### config.mk
export PLATFORM = sky130hd
export DESIGN_NAME = ro_sensor_monitor_flat
export DESIGN_NICKNAME = d
export VERILOG_FILES = /design/src/rtl/ro_sensor_pkg.sv /design/src/rtl/ro_sensor_monitor_if.sv /design/src/rtl/ro_sample_fifo.sv /design/src/rtl/ro_sensor_monitor.sv /design/src/flat_wrapper.sv
export SDC_FILE = /design/constraint.sdc
export NUM_CORES = 2
export LEC_CHECK = 0
export BUFFER_PORTS_ARGS = -buffer_cell sky130_fd_sc_hd__buf_4
export CORE_MARGIN = 2
export CORE_UTILIZATION = 46
export CTS_CLUSTER_SIZE = 20
export DETAILED_ROUTE_END_ITERATION = 12
export PLACE_DENSITY = 0.67
export SLEW_MARGIN = 0
export SYNTH_ARGS = -nofsm -noshare
export SYNTH_HDL_FRONTEND = slang
export SYNTH_SLANG_ARGS = --single-unit
### constraint.sdc
create_clock -name clk -period 24.7 [get_ports clk]
set_input_delay 2.47 -clock clk [delete_from_list [all_inputs] [get_ports clk]]
set_output_delay 2.47 -clock clk [all_outputs]
set_load 0.1 [all_outputs]
### src/rtl/ro_sensor_pkg.sv
// Shared defaults and averaging FSM encoding for the ring-oscillator sensor monitor.
package ro_sensor_pkg;
  localparam int unsigned WIDTH_DEF      = 64;
  localparam int unsigned FIFO_DEPTH_DEF = 8;
  localparam int unsigned AVG_LOG2_DEF   = 3;
  localparam int unsigned ALARM_HITS_DEF = 2;

  typedef logic [1:0] avg_state_t;
  localparam avg_state_t ST_IDLE    = 2'd0;
  localparam avg_state_t ST_ACCUM   = 2'd1;
  localparam avg_state_t ST_PUBLISH = 2'd2;
endpackage

### src/rtl/ro_sensor_monitor_if.sv
// Sample input and FIFO output stream of the monitor; master is the monitor side.
interface ro_sensor_monitor_if #(
  parameter int unsigned width_size = ro_sensor_pkg::WIDTH_DEF
);
  logic [width_size-1:0] ro_meas_count;
  logic                  sample_valid;
  logic [width_size-1:0] out_count;
  logic                  out_valid;
  logic                  out_ready;

  modport master (input ro_meas_count, sample_valid, out_ready, output out_count, out_valid);
  modport slave  (output ro_meas_count, sample_valid, out_ready, input out_count, out_valid);
endinterface

### src/rtl/ro_sample_fifo.sv
// Power-of-two sample FIFO; head visible one cycle after push, reads zero when empty.
// Push while full is refused unless a pop happens in the same cycle; flush empties it.
module ro_sample_fifo #(
  parameter int unsigned width = 64,
  parameter int unsigned depth = 8
) (
  input  logic             clk,
  input  logic             rst,
  input  logic             flush,
  input  logic             push,
  input  logic [width-1:0] push_dat,
  input  logic             pop,
  output logic [width-1:0] pop_dat,
  output logic             full,
  output logic             empty
);
  localparam int unsigned aw = $clog2(depth);
  localparam logic [aw:0] cnt_full = (aw + 1)'(depth);

  logic [width-1:0] mem [depth];
  logic [aw-1:0]    wr_ptr, rd_ptr;
  logic [aw:0]      count;
  logic             do_push, do_pop;

  assign full    = (count == cnt_full);
  assign empty   = (count == '0);
  assign do_pop  = pop && !empty;
  assign do_push = push && (!full || do_pop);
  assign pop_dat = empty ? '0 : mem[rd_ptr];

  always_ff @(posedge clk or posedge rst) begin
    if (rst) begin
      wr_ptr <= '0;
      rd_ptr <= '0;
      count  <= '0;
    end else if (flush) begin
      wr_ptr <= '0;
      rd_ptr <= '0;
      count  <= '0;
    end else begin
      if (do_push) wr_ptr <= wr_ptr + aw'(1);
      if (do_pop)  rd_ptr <= rd_ptr + aw'(1);
      count <= count + {{aw{1'b0}}, do_push} - {{aw{1'b0}}, do_pop};
    end
  end

  always_ff @(posedge clk) begin
    if (do_push && !flush) mem[wr_ptr] <= push_dat;
  end
endmodule

### src/rtl/ro_sensor_monitor.sv
// RO sensor monitor: min/max/windowed average, range alarm and a sample FIFO.
// Stats update one cycle after an accepted sample; a full FIFO drops samples and flags overflow.
module ro_sensor_monitor #(
  parameter int unsigned width_size = ro_sensor_pkg::WIDTH_DEF,
  parameter int unsigned fifo_depth = ro_sensor_pkg::FIFO_DEPTH_DEF,
  parameter int unsigned avg_log2   = ro_sensor_pkg::AVG_LOG2_DEF,
  parameter int unsigned alarm_hits = ro_sensor_pkg::ALARM_HITS_DEF
) (
  input  logic                  clk,
  input  logic                  rst,
  ro_sensor_monitor_if.master   mon,
  input  logic                  clear,
  input  logic [width_size-1:0] th_low,
  input  logic [width_size-1:0] th_high,
  input  logic                  alarm_en,
  output logic [width_size-1:0] min_count,
  output logic [width_size-1:0] max_count,
  output logic [width_size-1:0] avg_count,
  output logic                  avg_valid,
  output logic                  alarm,
  output logic                  alarm_sticky,
  output logic                  overflow,
  output logic [31:0]           sample_total
);
  import ro_sensor_pkg::*;

  localparam int unsigned sum_w = width_size + avg_log2;
  localparam int unsigned cnt_w = avg_log2 + 1;
  localparam int unsigned hit_w = $clog2(alarm_hits + 1);
  localparam logic [cnt_w-1:0] win_last = cnt_w'(1 << avg_log2);
  localparam logic [hit_w-1:0] hit_max  = hit_w'(alarm_hits);

  avg_state_t            state;
  logic [sum_w-1:0]      sum, next_sum;
  logic [cnt_w-1:0]      win_cnt, next_cnt;
  logic [hit_w-1:0]      hit_cnt, next_hit;
  logic [width_size-1:0] sample, fifo_head;
  logic                  accept, out_of_range, fifo_full, fifo_empty, fifo_pop;

  assign sample       = mon.ro_meas_count;
  assign accept       = mon.sample_valid && !clear;
  assign out_of_range = (sample < th_low) || (sample > th_high);
  assign fifo_pop     = !fifo_empty && mon.out_ready;
  assign mon.out_valid = !fifo_empty;
  assign mon.out_count = fifo_head;
  assign avg_valid    = (state == ST_PUBLISH);

  // Outside ACCUM an accepted sample always opens a fresh window.
  always_comb begin
    next_sum = sum_w'(sample);
    next_cnt = cnt_w'(1);
    if (state == ST_ACCUM) begin
      next_sum = sum + sum_w'(sample);
      next_cnt = win_cnt + cnt_w'(1);
    end
  end

  always_comb begin
    next_hit = hit_cnt;
    if (!alarm_en) begin
      next_hit = '0;
    end else if (accept) begin
      if (!out_of_range)         next_hit = '0;
      else if (hit_cnt != hit_max) next_hit = hit_cnt + hit_w'(1);
    end
  end

  always_ff @(posedge clk or posedge rst) begin
    if (rst) begin
      state        <= ST_IDLE;
      sum          <= '0;
      win_cnt      <= '0;
      hit_cnt      <= '0;
      min_count    <= '1;
      max_count    <= '0;
      avg_count    <= '0;
      alarm        <= 1'b0;
      alarm_sticky <= 1'b0;
      overflow     <= 1'b0;
      sample_total <= '0;
    end else if (clear) begin
      state        <= ST_IDLE;
      sum          <= '0;
      win_cnt      <= '0;
      hit_cnt      <= '0;
      min_count    <= '1;
      max_count    <= '0;
      avg_count    <= '0;
      alarm        <= 1'b0;
      alarm_sticky <= 1'b0;
      overflow     <= 1'b0;
      sample_total <= '0;
    end else begin
      hit_cnt <= next_hit;
      alarm   <= (next_hit >= hit_max);
      if (next_hit >= hit_max) alarm_sticky <= 1'b1;
      if (accept && fifo_full && !fifo_pop) overflow <= 1'b1;
      if (accept) begin
        sample_total <= sample_total + 32'd1;
        if (sample < min_count) min_count <= sample;
        if (sample > max_count) max_count <= sample;
        sum     <= next_sum;
        win_cnt <= next_cnt;
        if (next_cnt == win_last) begin
          state     <= ST_PUBLISH;
          avg_count <= width_size'(next_sum >> avg_log2);
        end else begin
          state <= ST_ACCUM;
        end
      end else if (state == ST_PUBLISH) begin
        state <= ST_IDLE;
      end
    end
  end

  ro_sample_fifo #(.width(width_size), .depth(fifo_depth)) u_fifo (
    .clk      (clk),
    .rst      (rst),
    .flush    (clear),
    .push     (accept),
    .push_dat (sample),
    .pop      (fifo_pop),
    .pop_dat  (fifo_head),
    .full     (fifo_full),
    .empty    (fifo_empty)
  );
endmodule
### src/flat_wrapper.sv
// flat-port wrapper written by rule: the top's interface ports become plain ports
module ro_sensor_monitor_flat import ro_sensor_pkg::*;
#(
  parameter int unsigned width_size = ro_sensor_pkg::WIDTH_DEF,
  parameter int unsigned fifo_depth = ro_sensor_pkg::FIFO_DEPTH_DEF,
  parameter int unsigned avg_log2   = ro_sensor_pkg::AVG_LOG2_DEF,
  parameter int unsigned alarm_hits = ro_sensor_pkg::ALARM_HITS_DEF
)
  (clk, rst, clear, th_low, th_high, alarm_en, min_count, max_count, avg_count, avg_valid, alarm, alarm_sticky, overflow, sample_total, mon_ro_meas_count, mon_sample_valid, mon_out_ready, mon_out_count, mon_out_valid);
  ro_sensor_monitor_if #(.width_size(width_size)) mon_i ();
  input  logic clk;
  input  logic rst;
  input  logic clear;
  input  logic [width_size-1:0] th_low;
  input  logic [width_size-1:0] th_high;
  input  logic alarm_en;
  output logic [width_size-1:0] min_count;
  output logic [width_size-1:0] max_count;
  output logic [width_size-1:0] avg_count;
  output logic avg_valid;
  output logic alarm;
  output logic alarm_sticky;
  output logic overflow;
  output logic [31:0] sample_total;
  input wire logic [$bits(mon_i.ro_meas_count)-1:0] mon_ro_meas_count;
  input wire logic [$bits(mon_i.sample_valid)-1:0] mon_sample_valid;
  input wire logic [$bits(mon_i.out_ready)-1:0] mon_out_ready;
  output wire logic [$bits(mon_i.out_count)-1:0] mon_out_count;
  output wire logic [$bits(mon_i.out_valid)-1:0] mon_out_valid;
  assign mon_i.ro_meas_count = mon_ro_meas_count;
  assign mon_i.sample_valid = mon_sample_valid;
  assign mon_i.out_ready = mon_out_ready;
  assign mon_out_count = mon_i.out_count;
  assign mon_out_valid = mon_i.out_valid;
  ro_sensor_monitor #(.width_size(width_size), .fifo_depth(fifo_depth), .avg_log2(avg_log2), .alarm_hits(alarm_hits)) u_core (.clk(clk), .rst(rst), .mon(mon_i), .clear(clear), .th_low(th_low), .th_high(th_high), .alarm_en(alarm_en), .min_count(min_count), .max_count(max_count), .avg_count(avg_count), .avg_valid(avg_valid), .alarm(alarm), .alarm_sticky(alarm_sticky), .overflow(overflow), .sample_total(sample_total));
endmodule
-- Word level (Yosys, flattened, before mapping)
Memory sizes are Yosys's and may differ from the RTL's.
Cells that the tools add are included.
- flip-flop bits (word level): 312
- bits in writable memories: 512
- input port bits: 198
- output and inout port bits: 293
- word-level logic and storage cells: 98
- memories: 1
- memory list (memory ; words ; width ; rd ports ; clocked after Yosys merged registers in ; wr ports ; line ; source):
    u_core.u_fifo.mem ; 8 ; 64 ; 1 ; 0 ; 1 ; ro_sample_fifo.sv:20 ; logic [width-1:0] mem [depth];
- add/subtract/negate cells: 8
- order comparisons: 5
- equal/unequal tests: 5
- multiplexer cells: 39
- reductions and logical operators: 26
- operators by type and width (cell ; count):
    2-to-1 mux 64 bit ; 10
    2-to-1 mux 67 bit ; 3
    greater-than comparator 64 bit ; 2
    less-than comparator 64 bit ; 2
    adder 67 x 64 -> 67 bit ; 1
    2-to-1 mux 32 bit ; 2
    adder 32 x 1 -> 32 bit, second input constant ; 1
    2-to-1 mux 2 bit ; 9
    2-to-1 mux 4 bit ; 4
    nonzero test 2 bit ; 8
    2-to-1 mux 3 bit ; 4
    equality test 4 bit, second input constant ; 2
    logical AND 1 bit ; 7
    2-to-1 mux 1 bit ; 7
    adder 3 x 1 -> 3 bit, second input constant ; 2
    AND reduction 2 bit ; 3
    adder 4 x 1 -> 4 bit ; 1
    adder 4 x 1 -> 4 bit, second input constant ; 1
    logical NOT 1 bit ; 4
    logical NOT 4 bit ; 1
    subtractor 4 x 1 -> 4 bit ; 1
    nonzero test 3 bit ; 1
    adder 2 x 1 -> 2 bit, second input constant ; 1
    equality test 2 x 1 -> 1 bit, second input constant ; 1
    4 further kinds ; 5

-- Logic depth before layout (Yosys ltp)
- depth after elaboration: 9
- depth in mapped cells: 14
- gate-level depth less buffers: 14

-- Cells and area by module
Synthesis repeated with hierarchy kept, for this count alone.
- cells, all modules: 3490
- area, all modules: 42962.5 sq um
- modules (own cells, without submodules) (module ; instances ; cells each ; area each (sq um) ; sequential area each (sq um)):
    ro_sensor_monitor ; 1 ; 2663 ; 23075.9 ; 7637.3
    ro_sample_fifo ; 1 ; 827 ; 19886.6 ; 15625.0

-- Worst setup path before layout
Ideal clock, no wire load.
- path kind: input port to flip-flop
- start point: input port mon_sample_valid
- end point: memory u_core.u_fifo.mem[1][0] (enable)
- setup time: 0.565 ns
- arrival time: 7.766 ns
- data required time: 24.135 ns
- slack: 16.370 ns
- cell stages on the path: 5
- buffers on the path: 3
- cells stage by stage: clkbuf_1 -> clkbuf_1 -> clkbuf_1 -> nand4_1 -> nor3_1
- word-level cells in the longest chain between the ends: 5
- RTL lines (element ; line ; source):
    start: declaration ; flat_wrapper.sv:26 ; input wire logic [$bits(mon_i.sample_valid)-1:0] mon_sample_valid;
    logical AND 1 bit ; ro_sensor_monitor.sv:41 ; assign accept = mon.sample_valid && !clear;
    logical AND 1 bit ; ro_sample_fifo.sv:28 ; assign do_push = push && (!full || do_pop);
    logical AND 1 bit ; ro_sample_fifo.sv:48 ; if (do_push && !flush) mem[wr_ptr] <= push_dat;
    2-to-1 mux 1 bit ; ro_sample_fifo.sv:48 ;
    2-to-1 mux 1 bit (implied by the code) ; ro_sample_fifo.sv:48 ;
    end: declaration ; ro_sample_fifo.sv:20 ;
Every way passes these cells.

-- Final worst setup path
- start point: register u_core.u_fifo.rd_ptr[1]
- end point: output port mon_out_count[43]
- word-level cells in the longest chain between the ends: 2
- RTL lines (element ; line ; source):
    start: declaration ; ro_sample_fifo.sv:21 ; logic [aw-1:0] wr_ptr, rd_ptr;
    start signal: assignment ; ro_sample_fifo.sv:42 ; if (do_pop) rd_ptr <= rd_ptr + aw'(1);
    memory (8 x 64 bit) ; n/a ;
    2-to-1 mux 64 bit ; ro_sample_fifo.sv:29 ; assign pop_dat = empty ? '0 : mem[rd_ptr];
    end: declaration ; flat_wrapper.sv:28 ; output wire logic [$bits(mon_i.out_count)-1:0] mon_out_count;
Every way passes these cells.

==> impl_results.md <==
- DRT Wirelength: between 100 and 150 mm
- All-layer global routing usage: between 20% and 30%
- Clk_skew: between 0.04 and 0.05 ns
- Max Fclk: 0.154 GHz
- #FFs+latches synth: a little over 800
- CTS root buf: clkbuf_16
- Clock Pin Slew Worst Setup and Hold Paths: approximately 0.060 ns
- Die W: between 300 and 400 um
- Nets@finish: 4,501
- Number of synthesized flops with an enable pin: roughly 500
- FP Rows: about 110
- Hpwl dp: 86.9 mm
- I/O Buffers: between 400 and 500
- Top-count cell post-synth: edfxtp_1
- Hold depth: 2
- CTS tree: built
- PD cells: a little under 90 mW/mm^2
- First-pass GRT wire length: roughly 190 mm
- Leak pwr: roughly 21 nW
- Area grow syn2layout: 18.7%
- Clock Power Share: 30.4%
- Main synth FF type: edfxtp_1
- Detailed Routing Iterations Pass 1: 5
- Psw: about 1.7 mW
- Max-slew violation count: 0
- Grt ovf: 0
- Routed Antenna Nets: 0
- Drt via density: roughly 5.8
- Hold Path Class: flop to flop
- Fin crit share: a little over a quarter
- Die H: just over 300 um
- R2r setup slk: 20.56 ns
- Crit Path Category: flop to output port
- Minimum clock period: approximately 6.5 ns
- Initial Utilization: roughly 47%
- Sequential cell area: around 0.023 mm^2
- Min-delay src: u_core.sum[12]
- Final setup violation count: 0
- Ports: roughly 500
- Util after Layout: a little under three fifths
- Setup_tns: 0 ns
- Vias in the first global route: 30,300
- Pin count of the biggest net entering global routing: 167
- CP Capture Type: output port
- Syn Nets: roughly 4,000
- VDD IR max: between 90 and 100 uV
- Synth warn: 0
- Synth top cells by count: 512 x edfxtp_1, 329 x ha_1, 320 x nor2_1
- Initial antenna violation count: 1
- Post-CTS setup buffer count: 0
- Ys async rst share: a little under two fifths
- Initial DRC Count: 2,690
- RSZ-0062 raised after global routing: no
- Drt drc: 0
- Cts hold-fix bufs: 0
- Top fanout value on the critical path: between 60 and 70
- Slew HR: a little under 20%
- Worst slew pin tran: 1.18 ns
- Switching share of total power: 38.7%
- Final RePlAce weighted congestion: 0.937
- Filler Cells Inserted: about 7,700
- Yosys top cell area share: about 36%
- Share of total power in combinational logic: approximately a third
- Sink Count: a little over 800
- H-tree Lvls: 3
- Core ar.: about 0.09 mm^2
- R2r worst-path depth: 10
- Clock buffer depth: 3
- Total number of vias: slightly above 30,000
- Synthesized cell area: around 0.043 mm^2
- CTS Buf Count: 89
- Critical path origin: u_core.u_fifo.rd_ptr[1]
- Critical Path AT: 4.03 ns
- Register share of total power: 35.3%
- CTS resizes: 0
- Distinct cells, synth: roughly 80
- Die ar.: 0.0953 mm^2
- Avg Cell Area, Syn: around 12 um^2
- Wirelength per Cell: approximately 24 um
- Ranking of synthesized cells by area: edfxtp_1 36%, dfrtp_1 15%, ha_1 9.6%
- Worst skew pair latency: 0.67 ns
- Max Cap Viol: 0
- Synthesized instance count: approximately 3,500
- Post-synth top area cell: edfxtp_1
- Layout cells sized above 1: roughly 22%
- Status: complete, no violations
- Total internal power: 2.74 mW
- Hold Fails Final Rpt: 0
- Sequential element share of the synthesized area: 54.5%
- CP required: 22.23 ns
- Area of the multi-input gates: about 0.018 mm^2
- Crit Reg-Reg Startpoint: u_core.u_fifo.count[2]
- CP startpoint kind: flop
## cell families after synthesis
| group | Yosys count | synth area share, % |
|---|---|---|
| buffers and inverters | 454 | 4.05 |
| xor gates and xnor gates | 94 | 1.93 |
| DFF | 824 | 54.5 |
| and+or+nand+nor | 831 | 8.89 |
| adders and majority gates | 331 | 9.73 |
| muxes | 265 | 9.96 |
| AOI/OAI and AO/OA | 728 | 11.0 |
## path summary, 6_finish.rpt
kind	to
worst min register to register	u_core.sum[12]
min in group asynchronous	u_core.avg_count[23]
worst max register to register	u_core.u_fifo.mem[1][35]
max in group asynchronous	u_core.u_fifo.rd_ptr[0]
worst max-delay path	mon_out_count[43]
worst min-delay path	u_core.sum[12]
## final cells by class
type	instances	share of cell area (%)
Clock buffer	114	4.78
Antenna cell	3	0.0148
Sequential cell	824	45.9
Inverter	288	2.15
Tap cell	1243	3.07
Multi-Input combinational cell	2249	35.2
Timing Repair Buffer	520	7.77
Clock inverter	48	1.13
## per-layer routing
layer	vias up	global-route usage (%)	part of all wire (%)
li1	14000	-	-
met1	15400	37.4	43
met2	1205	42.4	46
met3	166	5.87	8.5
met4	0	7.02	2.4
met5	-	0	0
## flip-flops by register name, indices dropped and copies added, names as in the netlist
signal,count
u_core.sample_total,32
u_core.min_count,64
u_core.win_cnt,4
u_core.state,2
u_core.avg_count,64
u_core.hit_cnt,2
u_core.max_count,64
u_core.u_fifo.rd_ptr,3
u_core.sum,67
u_core.u_fifo.mem,512
u_core.u_fifo.wr_ptr,3
u_core.u_fifo.count,4
u_core.alarm,1
u_core.alarm_sticky,1
u_core.overflow,1
## placed cells by master (no fill, tap or decap), types with 79 or more instances in the layout
| cell | synthesis | final |
|---|---|---|
| mux4_2 | 128 | 128 |
| mux2i_1 | 137 | 137 |
| nor3_1 | 88 | 86 |
| edfxtp_1 | 512 | 512 |
| buf_4 | 2 | 517 |
| nor2_1 | 320 | 312 |
| a21oi_1 | 199 | 199 |
| a21o_1 | 123 | 123 |
| clkbuf_16 | 0 | 89 |
| nand2_1 | 196 | 196 |
| a31oi_1 | 79 | 79 |
| o21ai_0 | 109 | 109 |
| inv_1 | 287 | 285 |
| dfrtp_1 | 248 | 245 |
| ha_1 | 329 | 329 |
## metrics by stage
stage	cells	instance area (um^2)	hold WS [ns]	power, mW	setup WS [ns]
6_report	5289	50700	0.492	4.47	18.20
5_1_grt	5287	50700	0.525	4.64	18.03
4_1_cts	5286	50700	0.491	4.50	18.14
3_5_place_dp	5124	47700	0.478	3.14	17.65
3_3_place_gp	5124	47700	0.461	3.13	17.63
2_1_floorplan	3527	42700	0.447	2.75	13.71
## power by group through the flow
stage,clock (mW),sequential (mW),combinational [mW]
finish,1.36,1.58,1.53
global route,1.44,1.59,1.62
CTS,1.38,1.58,1.54
detailed placement,0,1.61,1.54
global placement,0,1.61,1.53
floorplan,0,1.70,1.05
## worst max-delay path: stages (launching register included)
cell and delay, ns:
dfrtp_4 0.76, buf_4 0.84, buf_4 0.56, mux4_2 0.38
mux2i_1 0.40, nor2_1 0.09, buf_4 0.28
Power figures use the tool's default switching activity.
